--- config.mk ---
export PLATFORM = sky130hd
export DESIGN_NAME = seq_det_prog
export DESIGN_NICKNAME = d
export VERILOG_FILES = /design/src/rtl/seq_det_prog.sv
export SDC_FILE = /design/constraint.sdc
export NUM_CORES = 1
export LEC_CHECK = 0
export ABC_AREA = 1
export BUFFER_PORTS_ARGS = -buffer_cell sky130_fd_sc_hd__buf_4
export CAP_MARGIN = 40
export CORE_ASPECT_RATIO = 0.9
export CORE_MARGIN = 10
export CORE_UTILIZATION = 50
export CTS_CLUSTER_DIAMETER = 120
export CTS_CLUSTER_SIZE = 20
export DETAILED_ROUTE_END_ITERATION = 16
export GPL_TIMING_DRIVEN = 1
export PLACE_DENSITY = 0.68
export RECOVER_POWER = 50
export SLEW_MARGIN = 20
export SYNTH_ARGS = -nofsm -noshare
export SYNTH_HDL_FRONTEND = slang
export SYNTH_SLANG_ARGS = --single-unit
export TNS_END_PERCENT = 10
--- constraint.sdc ---
create_clock -name clk -period 2.5 [get_ports clk]
set_clock_uncertainty 0.15 [all_clocks]
set_input_delay 0.125 -clock clk [delete_from_list [all_inputs] [get_ports clk]]
set_output_delay 0.125 -clock clk [all_outputs]
set_load 0.03 [all_outputs]
--- src/rtl/seq_det_prog.sv ---
// -----------------------------------------------------------------------------
// seq_det_prog
//   Run-time programmable serial bit-sequence detector with a Moore output.
//   One bit of signal_i is taken per clk while en_i=1. out_o is high for
//   exactly the cycle after the edge that sampled the last bit of a match.
//   The pattern (1..MAX_LEN bits, first-received bit at [len-1]), length and
//   overlap mode are loaded with a one-cycle cfg_load_i strobe. A load with an
//   illegal length is dropped and reported on cfg_err_o.
//
//   Optional feature macro: SEQ_DET_MATCH_CNT_EN
//     When defined, adds parameter CNT_W and output match_cnt_o, a saturating
//     count of detections that is cleared by reset and by an accepted load.
//
//   Valid/ready note: there is no back-pressure. en_i is a pure "sample valid"
//   qualifier and the block is always ready. cfg_load_i is a single-cycle
//   request; it is answered the next cycle either silently (accepted) or by
//   a one-cycle cfg_err_o pulse (rejected).
// -----------------------------------------------------------------------------
module seq_det_prog #(
    parameter int unsigned          MAX_LEN     = 8,
    parameter int unsigned          LEN_W       = $clog2(MAX_LEN + 1),
    parameter logic [MAX_LEN-1:0]   DEF_PATTERN = MAX_LEN'('b1001),
    parameter int unsigned          DEF_LEN     = 4,
    parameter logic                 DEF_OVERLAP = 1'b0
`ifdef SEQ_DET_MATCH_CNT_EN
    , parameter int unsigned        CNT_W       = 8
`endif
) (
    input  logic               clk,
    input  logic               rst,
    input  logic               en_i,
    input  logic               signal_i,
    input  logic               cfg_load_i,
    input  logic [MAX_LEN-1:0] cfg_pattern_i,
    input  logic [LEN_W-1:0]   cfg_len_i,
    input  logic               cfg_overlap_i,
    output logic               cfg_err_o,
    output logic               out_o
`ifdef SEQ_DET_MATCH_CNT_EN
    , output logic [CNT_W-1:0] match_cnt_o
`endif
);

    // Length constants sized to the length field so every compare is same-width.
    localparam logic [LEN_W-1:0] MAX_LEN_L = LEN_W'(MAX_LEN);
    localparam logic [LEN_W-1:0] DEF_LEN_L = LEN_W'(DEF_LEN);

    // ---------------------------------------------------------------------
    // Active configuration
    // ---------------------------------------------------------------------
    logic [MAX_LEN-1:0] pattern_q, pattern_d;
    logic [LEN_W-1:0]   len_q,     len_d;
    logic               overlap_q, overlap_d;

    // ---------------------------------------------------------------------
    // Detector state
    //   hist_q : last MAX_LEN sampled bits, newest at [0]
    //   fill_q : bits sampled since the last clear, saturating at MAX_LEN;
    //            it stops a match from being formed out of stale history
    //            after a clear or after a non-overlapping hit.
    // ---------------------------------------------------------------------
    logic [MAX_LEN-1:0] hist_q, hist_d;
    logic [LEN_W-1:0]   fill_q, fill_d;
    logic               out_q,  out_d;
    logic               err_q,  err_d;

    // ---------------------------------------------------------------------
    // Combinational helpers
    // ---------------------------------------------------------------------
    logic [MAX_LEN-1:0] hist_n;       // history including the incoming bit
    logic [MAX_LEN-1:0] len_mask;     // ones in bits [len_q-1:0]
    logic [LEN_W:0]     fill_inc;     // fill_q + 1, one bit wider (no wrap)
    logic [LEN_W-1:0]   fill_sat;     // fill_q + 1 saturated at MAX_LEN
    logic               enough_bits;  // at least len bits since last clear
    logic               match;        // incoming bit completes the pattern
    logic               cfg_ok;       // requested length is legal
    logic               cfg_accept;   // legal load this cycle
    logic               cfg_reject;   // illegal load this cycle
    logic               sample;       // a bit is actually taken this cycle
    logic               hit;          // a bit is taken and completes a match

    // The oldest history bit shifts out before it can ever be compared.
    logic               unused_hist_msb;
    assign unused_hist_msb = hist_q[MAX_LEN-1];

    // Shifted history and the length mask that hides pattern bits above len-1.
    always_comb begin
        hist_n   = {hist_q[MAX_LEN-2:0], signal_i};
        len_mask = '0;
        for (int i = 0; i < int'(MAX_LEN); i++) begin
            if (i < int'(len_q)) begin
                len_mask[i] = 1'b1;
            end
        end
    end

    // Fill bookkeeping and the match decision for the incoming bit.
    always_comb begin
        fill_inc    = {1'b0, fill_q} + {{LEN_W{1'b0}}, 1'b1};
        fill_sat    = (fill_q == MAX_LEN_L) ? fill_q : fill_inc[LEN_W-1:0];
        enough_bits = (fill_inc >= {1'b0, len_q});
        match       = enough_bits &&
                      ((hist_n & len_mask) == (pattern_q & len_mask));
    end

    // Classify the cycle: a load always wins over a sample in the same cycle.
    always_comb begin
        cfg_ok     = (cfg_len_i != '0) && (cfg_len_i <= MAX_LEN_L);
        cfg_accept = cfg_load_i && cfg_ok;
        cfg_reject = cfg_load_i && !cfg_ok;
        sample     = !cfg_load_i && en_i;
        hit        = sample && match;
    end

    // Next-state logic for configuration, history, fill and the two flags.
    always_comb begin
        pattern_d = pattern_q;
        len_d     = len_q;
        overlap_d = overlap_q;
        hist_d    = hist_q;
        fill_d    = fill_q;
        out_d     = 1'b0;   // Moore flag is a single-cycle pulse per sample
        err_d     = 1'b0;   // error is a single-cycle pulse per rejected load

        if (cfg_accept) begin
            // New configuration; any partial match in flight is discarded.
            pattern_d = cfg_pattern_i;
            len_d     = cfg_len_i;
            overlap_d = cfg_overlap_i;
            hist_d    = '0;
            fill_d    = '0;
        end else if (cfg_reject) begin
            // Everything holds; only the error pulse is raised.
            err_d = 1'b1;
        end else if (sample) begin
            hist_d = hist_n;
            out_d  = match;
            // Non-overlapping: the next hit needs len fresh bits.
            // With len=1 this is indistinguishable from overlapping mode.
            if (match && !overlap_q) begin
                fill_d = '0;
            end else begin
                fill_d = fill_sat;
            end
        end
    end

    // State register with asynchronous active-low clear to the reset config.
    always_ff @(posedge clk or negedge rst) begin
        if (!rst) begin
            pattern_q <= DEF_PATTERN;
            len_q     <= DEF_LEN_L;
            overlap_q <= DEF_OVERLAP;
            hist_q    <= '0;
            fill_q    <= '0;
            out_q     <= 1'b0;
            err_q     <= 1'b0;
        end else begin
            pattern_q <= pattern_d;
            len_q     <= len_d;
            overlap_q <= overlap_d;
            hist_q    <= hist_d;
            fill_q    <= fill_d;
            out_q     <= out_d;
            err_q     <= err_d;
        end
    end

    assign out_o     = out_q;
    assign cfg_err_o = err_q;

`ifdef SEQ_DET_MATCH_CNT_EN
    // ---------------------------------------------------------------------
    // Saturating detection counter
    // ---------------------------------------------------------------------
    logic [CNT_W-1:0] cnt_q, cnt_d;

    // Count each cycle that raises out; clear on an accepted load; hold at max.
    always_comb begin
        cnt_d = cnt_q;
        if (cfg_accept) begin
            cnt_d = '0;
        end else if (hit && (cnt_q != '1)) begin
            cnt_d = cnt_q + {{(CNT_W-1){1'b0}}, 1'b1};
        end
    end

    // Counter register, cleared asynchronously with the rest of the block.
    always_ff @(posedge clk or negedge rst) begin
        if (!rst) begin
            cnt_q <= '0;
        end else begin
            cnt_q <= cnt_d;
        end
    end

    assign match_cnt_o = cnt_q;
`else
    // Without the counter the hit strobe has no consumer.
    logic unused_hit;
    assign unused_hit = hit;
`endif

endmodule

# Yosys cells after proc, flatten, opt, wreduce, memory -nomap -nowiden
# Index checks and enable logic that the tools add are counted.
totals:
  regBits: 26
  inputBits: 18
  output_inout_bits: 2
  elab_cells: 58
classes:
  n_addsub: 1
  order_cmp: 10
  n_eq_ne: 4
  n_mux: 21
  bitwise_logic: 2
  n_reduce_logical: 13
ops:
  columns: ["op", "count"]
  rows:
  - ["2-to-1 mux 7 bit", 3]
  - ["2-to-1 mux 4 bit", 5]
  - ["bitwise AND 8 bit", 2]
  - ["less-than comparator 3 x 4 -> 1 bit (first input constant)", 4]
  - ["2-to-1 mux 1 bit", 13]
  - ["== test 8 bit", 1]
  - ["less-than comparator 1 x 4 -> 1 bit (first input constant)", 2]
  - ["less-than comparator 2 x 4 -> 1 bit (first input constant)", 2]
  - ["logical AND 1 bit", 6]
  - ["adder 4 x 1 -> 5 bit (second input constant)", 1]
  - [">= comparator 5 x 4 -> 1 bit", 1]
  - ["== test 4 bit (second input constant)", 1]
  - ["less-or-equal comparator 4 bit (second input constant)", 1]
  - ["nonzero test 4 bit", 1]
  - ["logical NOT 1 bit", 3]
  - ["inequality test 3 x 2 -> 1 bit (second input constant)", 1]
  - ["AND reduction 3 bit", 1]
  - ["inequality test 2 bit (second input constant)", 1]
  - ["AND reduction 2 bit", 1]
  - ["nonzero test 2 bit", 1]

# Depth between registers and ports, before layout
# Gate-level depths: netlist of the first run.
logic_depth:
  word_depth: 10
  mapped_depth: 12
  depth_no_buf: 12

# Least setup slack after synthesis of the first run
# OpenSTA, ideal clock, no wires.
synth_path:
  kind: "reg-to-reg"
  from: "register fill_q[0]"
  to: "register fill_q[3]"
  setup_ns: 0.117
  arrival_ns: 1.683
  required_ns: 2.233
  slack_ns: 0.550
  path_stages_with_launch: 13
  path_buffers: 0
  period_less_slack_ns: 1.950
  cell_sequence: "dfrtp_1 > ha_1 > xor2_1 > ha_1 > nand2_1 > nor2_1 > nand2_1 > nand4_2 > nand4_1 > nand3_1 > nand2_2 > nand2_1 > nand2_1"
synth_between:
  elab_chain_cells: 8
  word_cells_on_any_way: 12
  classes_between: "add/sub (1); order compare (1); eq/ne (2); mux (5); reduce/logical (3)"
synth_lines:
  columns: ["element", "line", "text"]
  rows:
  - ["from (decl)", "63", "logic [LEN_W-1:0] fill_q, fill_d;"]
  - ["from (signal assigned)", "163", "fill_q <= fill_d;"]
  - ["adder 4 x 1 -> 5 bit", "99", "fill_inc = {1'b0, fill_q} + {{LEN_W{1'b0}}, 1'b1};"]
  - [">= comparator 5 x 4 -> 1 bit", "101", "enough_bits = (fill_inc >= {1'b0, len_q});"]
  - ["logical AND 1 bit", "102", "match = enough_bits &&"]
  - ["logical AND 1 bit", "140", "if (match && !overlap_q) begin"]
  - ["2-to-1 mux 4 bit", "140", null]
  - ["2-to-1 mux 4 bit", "135", "end else if (sample) begin"]
  - ["2-to-1 mux 4 bit", "132", "end else if (cfg_reject) begin"]
  - ["2-to-1 mux 4 bit", "125", "if (cfg_accept) begin"]
# Parallel ways exist; a longest one is shown, timed or not. The select of a mux whose other input is x is not followed.
# A chain may end at the register's enable or synchronous reset.

# Final worst setup path of the first run
layout_path:
  from: "input cfg_len_i[1]"
  to: "register hist_q[0]"
layout_between:
  elab_chain_cells: 6
  word_cells_on_any_way: 10
  classes_between: "order compare (1); eq/ne (1); mux (1); reduce/logical (7)"
layout_lines:
  columns: ["element", "line", "text"]
  rows:
  - ["from (decl)", "35", "input logic [LEN_W-1:0] cfg_len_i,"]
  - ["less-or-equal comparator 4 bit / nonzero test 4 bit (equally long branches)", "108", "cfg_ok = (cfg_len_i != '0) && (cfg_len_i <= MAX_LEN_L);"]
  - ["logical AND 1 bit (*)", "108", null]
  - ["logical NOT 1 bit", "110", "cfg_reject = cfg_load_i && !cfg_ok;"]
  - ["logical AND 1 bit", "110", null]
  - ["inequality test 2 bit (no source line)", null, null]
  - ["AND reduction 2 bit (no source line)", null, null]
  - ["to (signal assigned)", "162", "hist_q <= hist_d;"]
  - ["to (decl)", "62", "logic [MAX_LEN-1:0] hist_q, hist_d;"]
# Mark *: on every way between the ends. The rest lies on a longest branch, timed or not.

==> results of run 1 <==
==> layer usage <==
| layer | up-vias | GRT usage [%] |
|---|---|---|
| li1 | 692 | - |
| met1 | 638 | 15.8 |
| met2 | 26 | 23.1 |
| met3 | 8 | 3.87 |
| met4 | 0 | 3.04 |
| met5 | - | 0 |
==> cell type report <==
type	count	area (um^2)
Clock buffer	3	22.5
Clock inverter	1	30.0
Fill cell	259	906
Inverter	38	143
Multi-Input combinational cell	133	668
Sequential cell	26	654
Tap cell	40	50.0
Timing Repair Buffer	37	319
==> synthesized netlist by cell type, drive strengths merged <==
master / count / area [um^2]
o21ai: 9 / 45.0
nand4: 7 / 50.1
xnor2: 1 / 8.76
nand3: 13 / 80.1
nor2: 15 / 63.8
dfrtp: 23 / 576
a32oi: 2 / 17.5
nand2: 72 / 280
ha: 6 / 75.1
a21oi: 6 / 30.0
xor2: 2 / 17.5
buf: 2 / 12.5
dfstp: 3 / 78.8
inv: 38 / 143
==> flip-flops by register name, indices dropped and copies added, names as in the netlist <==
signal	flops
cfg_err_o	1
fill_q	4
hist_q	7
overlap_q	1
out_o	1
pattern_q	8
len_q	4
==> metrics by stage <==
step / worst slack, ps / power, uW
floorplan: 550 / 927
global placement: 434 / 1030
detailed placement: 360 / 1060
CTS: 212 / 1380
global route: 8.89 / 1490
finish: 202 / 1370
==> cell families after synthesis <==
family | count (synthesis) | synth area share, %
AND/OR/NAND/NOR | 107 | 32.1
buffers and inverters | 40 | 10.5
flip-flops | 26 | 44.3
AO/OA/AOI/OAI | 17 | 6.27
adder cells (fa/ha/maj) | 6 | 5.08
XOR/XNOR | 3 | 1.78
==> worst max path at each step <==
stage                endpoint  slack, ps  cells past startpoint
CTS                 hist_q[0]        210                     11
floorplan           fill_q[3]        550                     12
finish              hist_q[0]        200                     11
detailed placement  fill_q[0]        360                     12
global placement    fill_q[3]        430                     12
global route        hist_q[0]          9                     11
==> cells in the final DEF, fill, tap and decap left out, types with 3 or more instances in the layout <==
master         count
a21oi_1            6
nand2_2            4
nor2_2             3
inv_1             36
dlygate4sd3_1     18
dfrtp_1           23
nand4_1            6
nand3_2            3
dfstp_2            3
nand3_1           10
buf_4             18
clkbuf_4           3
o21ai_0            9
nor2_1            12
nand2_1           68
ha_1               6
==> worst register-to-register path, stage by stage (launching register included) <==
cell and delay (ps):
dfrtp_1 460, ha_1 260, xor2_1 160, ha_1 330, nand2_1 70, nor2_1 110, nand2_1 70, nand4_2 110
nand3_2 80, nand2_2 70, nand2_2 80, nand4_1 80, nand2_1 60
==> where the power goes <==
part / total [uW] / internal, uW / leakage, uW / switching, uW
Combinational: 514 / 218 / 0.000669 / 296
Clock: 289 / 162 / 0.0000279 / 127
Sequential: 566 / 493 / 0.000329 / 72.3
==> impl_results.md, run 1 <==
* Die height at 71.6 um
* Post-CTS Resized at 0
* Syn Std Cell Area at 0.00148 mm^2
* Sink Count at 26
* Vias at 1364
* Hold Path Sink: pattern_q[0]
* # DRC at 0
* Max Used Layer: met4
* Worst Setup Start Kind: input pin
* Crit path cell chain: dlygate4sd3_1 > buf_4 > nor2_1 > nand2_1 > nand2_1 > nand3_2 > nand2_2 > inv_2 > a32oi_1 > dlygate4sd3_1 > inv_1
* Met3 wire length at about 170 um
* Remaining global-route overflow at 0
* Crit. End Element: register
* Fin area at 0.00189 mm^2
* Total die area at 0.00553 mm^2
* CP top delay family: buffers and inverters
* Buffers & Inverters on Critical Path at 5
* Syn nets at 223
* DPL Wire Length at ~2600 um
* Post-synthesis sequential area ratio at 44.3%
* R2R setup slack at between 300 and 400 ps
* Clock Path Buffers at 2
* Maximum capacitance violations at 0
* Final hold slack at 337 ps
* Worst setup path startpoint: cfg_len_i[1]
* Fin nets at 263
* Number of top-level pins at 20
* Overall Global Routing Usage at 13.3%
* Mapped Cells at 199
* Unrepaired setup endpoints after global routing: false
* Avg Cell Area, Syn at 7.43 um^2
* Area Overhead vs Synth at 27.7%
* Worst-Margin Slew at 1360 ps
* Met2 routed WL at 1660 um
* Drt via density at between 4 and 5
* Pleak at 0.00103 uW
* Worst Path Max Fanout at 12
* Gpl congestion at 0.833
* Worst Reg-to-Reg Cells at 12
* I/O Buffers at 19
* Worst-Skew Late Latency at 330 ps
* Hold path start: pattern_q[0]
* # setup viols final at 0
* Root buf cell: clkbuf_4
* Final Hold Vio Count at 0
* Hold path cells at 2
* Core ar. at 0.00279 mm^2
* FF-to-FF Start: fill_q[0]
* Final Max Slew Viols at 0
* Num CTS Buffers at 3
* Diode count at 0
* Min-delay worst type: register to register
* Clock Pin Slew Worst Setup and Hold Paths at 140 ps
* Filler-free cell count of the finished design at 278
* #FFs+latches synth at 26
* Slowest CP cell: dlygate4sd3_1
* CP peak stage delay at 570 ps
* Final critical-path share of the clock period at 91.9%
* Post-route ant nets at 0
* Max Fclk at 435 MHz
* Tmin final at 2300 ps
* Post-CTS setup buffers at 0
* Setup TNS at 0 ps
* Worst vdd ir at 0.496 mV
* 1st-pass router iterations at 4
* Largest net degree at the start of global routing at 27
* Final WL at 3460 um
* Critical Path RT at 2590 ps
* Initial Utilization at a little over half
* Detailed Route Iter0 Violations at 87
* Fraction of layout cells with a size suffix above 1 at 16.0%
* Placed Cells at 256
* CP Class: input pin to register
* Layout Utilization at between 60 and 70%
* DR WL/cell at ~12 um
* Die width at 77.3 um
* FP Rows at 18
* Power per standard cell area at 725 mW/mm^2
* H-Tree Depth at 1
* Terminus of the critical flop-to-flop path: fill_q[0]
* Ys Warns at 0
* Max-slew headroom at 9.57%
* Placed cell area at approximately 0.0017 mm^2
* TritonCTS clock tree: yes
* Crit path DAT at 2390 ps
* First-pass GRT wire length at 6190 um
* Vias in the first global route at 1426
* Antenna violations before repair at 0
* Yosys cell types at 20
* Hold buffers post-CTS at 18
* DRT met1 WL at 1580 um
* Status: finished clean
Power figures use the tool's default switching activity.
==> inputs of run 2 (changes only) <==
ABC_AREA = unset   (was 1)
BUFFER_PORTS_ARGS = -buffer_cell sky130_fd_sc_hd__clkbuf_2   (was -buffer_cell sky130_fd_sc_hd__buf_4)
PLACE_DENSITY = 0.71   (was 0.68)
==> run 2 against run 1 <==
Effect of this change:
- final cell count is 21% lower
- via count is 14% lower
- worst hold slack worse by 170 ps
- largest power group unchanged
- combinational power is 31% lower
- synthesized cell count is 24% lower
- sequential power is 5.1% lower
- worst setup slack worse by 77 ps
- wire length is 9.6% lower
==> impl_results.md, run 2 <==
* Drt via density at 5.32
* # setup viols final at 0
* Sink Count at 26
* Final critical-path share of the clock period at 95.0%
* DR WL/cell at 14.2 um
* Overall Global Routing Usage at 13.0%
* Setup TNS at 0 ps
* Crit path to: fill_q[0]
* Number of flops mapped to enable cells by yosys at 0
* Diode count at 0
* Final hold slack at 162 ps
* H-Tree Depth at 1
* Final WL at 3130 um
* Worst setup path startpoint: len_q[0]
* Min-delay worst type: input pin to register
* FP Rows at 18
* Final Hold Vio Count at 0
* Yosys cell types at 29
* Avg Cell Area, Syn at 9.17 um^2
* Post-route ant nets at 0
* Root buf cell: clkbuf_4
* Initial Utilization at 51.6%
* Hold path start: en_i
* Vias at ~1200
* FF-to-FF Start: len_q[0]
* Ys async rst share at 100%
* CP Class: register to register
* Worst-Margin Slew at about 1300 ps
* Clock Path Buffers at 2
* Max Fclk at approximately 420 MHz
* 1st-pass router iterations at 4
* Worst-Skew Late Latency at 320 ps
* DPL Wire Length at 2320 um
* Largest net degree at the start of global routing at 27
* Detailed Route Iter0 Violations at 91
* Status: finished clean
* Top Registers: pattern_q x8, hist_q x7
* Commonest cells in the synthesized netlist: nand2_1, dfrtp_1, a21oi_1, xnor2_1, o21ai_0
* Fin nets at 216
* Total die area at 0.00530 mm^2
* Syn Std Cell Area at 0.00139 mm^2
* Fraction of layout cells with a size suffix above 1 at between 10% and 20%
* Worst Setup Start Kind: register
* # DRC at 0
* Commonest non-fill, non-tap cells in the layout: nand2_1, dfrtp_1, dlygate4sd3_1, clkbuf_2, a21oi_1
* Number of top-level pins at 20
* Num CTS Buffers at 3
* Die width at 75.7 um
* Tmin final at 2370 ps
* Antenna violations before repair at 0
* Post-synthesis sequential area ratio at 46.9%
* Pleak at 0.000812 uW
* Area contributors post-synth: dfrtp_1, nand2_1, xnor2_1
* #FFs+latches synth at 26
* Gpl congestion at ~0.81
* Worst Path Max Fanout at 6
* Top cell type's share of synthesized area at 41.3%
* Top-count cell post-synth: nand2_1
* Critical Path RT at 2580 ps
* Crit. End Element: register
* Die height at 70.1 um
* Vias in the first global route at about 1200
* Remaining global-route overflow at 0
* Core ar. at 0.00270 mm^2
* Final Max Slew Viols at 0
* First-pass GRT wire length at 5600 um
* I/O Buffers at 19
* Yosys top cell by area: dfrtp_1
* Commonest non-fill, non-tap cell in the layout: nand2_1
* Clock Pin Slew Worst Setup and Hold Paths at 140 ps
* Power per standard cell area at 639 mW/mm^2
* R2R setup slack at about 130 ps
* TritonCTS clock tree: yes
* Worst vdd ir at 0.401 mV
* Maximum capacitance violations at 0
* Area Overhead vs Synth at 24.7%
* Biggest register: pattern_q
* Max-slew headroom at 11.2%
* Crit path DAT at between 2000 and 2500 ps
* Mapped Cells at 152
* Worst Reg-to-Reg Cells at 6
* Ys Warns at 0
* Unrepaired setup endpoints after global routing: false
* Syn nets at 176
* Max FFs per register at 8
* Terminus of the critical flop-to-flop path: fill_q[0]
* Primary FF master, synth: dfrtp_1
==> run 2: changes by cell type after synthesis, sizes merged, moves of 3 or more <==
cell / previous run / this run
nand2b: 0 / 5
a21oi: 6 / 12
nand3: 13 / 1
xnor2: 1 / 10
nor2b: 0 / 3
nand2: 72 / 47
inv: 38 / 6
nand4: 7 / 0
a211oi: 0 / 3
nor2: 15 / 4
==> run 2: area by class of cell <==
| type | instances | area (um^2) |
|---|---|---|
| tap | 30 | 37.5 |
| inverter | 6 | 22.5 |
| sequential | 26 | 656 |
| timing repair buffer | 40 | 293 |
| multi-input combinational | 115 | 693 |
| clock buffer | 4 | 36.3 |
| fill | 224 | 965 |
==> run 2: worst min path at each step <==
stage / depth (start not counted) / endpoint / slack [ps]
after floorplan: 0 / cfg_err_o / -320
after global placement: 1 / cfg_err_o / 20
after detailed placement: 1 / len_q[0] / 20
after CTS: 3 / out_o / 150
after global routing: 3 / out_o / 190
final: 3 / out_o / 160
==> run 2: timing repair <==
| action | in CTS | in global routing |
|---|---|---|
| resized for setup | 0 | 3 |
| setup endpoints to repair | 0 | 4 |
| setup buffers | 0 | 1 |
| hold endpoints to repair | 38 | 0 |
| hold buffers | 17 | 0 |
==> run 2: routing by layer <==
metal	GRT usage [%]	vias to the layer above	routed length, um
met1	16.1	557	1370
met2	21.4	29	1560
met3	3.67	6	158
met4	3.09	0	44
met5	0	-	0
li1	-	584	-
==> run 2: where the power goes <==
group | internal [uW] | switching (uW)
clock network | 89.2 | 127
registers | 480 | 57.2
logic | 185 | 172
total | 754 | 356
==> run 2: worst max-delay path: stages (launching register included) <==
cell and delay (ps):
dfrtp_1 490, a211oi_1 310, o22ai_1 120, or3_1 430, nand3b_4 180, o311a_4 340, mux2_4 260
==> run 2: kinds of logic (layout without fill, tap and decap cells) <==
| logic type | Yosys count | after routing | synth area share, % |
|---|---|---|---|
| xor+xnor | 10 | 10 | 6.28 |
| buf+inv | 11 | 50 | 3.50 |
| flops | 26 | 26 | 46.9 |
| fa+ha+maj | 6 | 6 | 5.39 |
| mux | 1 | 1 | 1.08 |
| compound gates | 31 | 31 | 14.4 |
| simple gates | 67 | 67 | 22.4 |
==> run 2: through the flow <==
| stage | setup WS, ps | std cells | area (um^2) | util, % | power (uW) |
|---|---|---|---|---|---|
| after global placement | 160 | 199 | 1520 | 56.3 | 850 |
| after CTS | 55.7 | 220 | 1730 | 64.0 | 1110 |
| after floorplan | 163 | 152 | 1390 | - | 759 |
| after global routing | 13.7 | 221 | 1740 | 64.3 | 1190 |
| after detailed placement | 45.9 | 199 | 1520 | 56.3 | 875 |
| final | 125 | 221 | 1740 | 64.3 | 1110 |
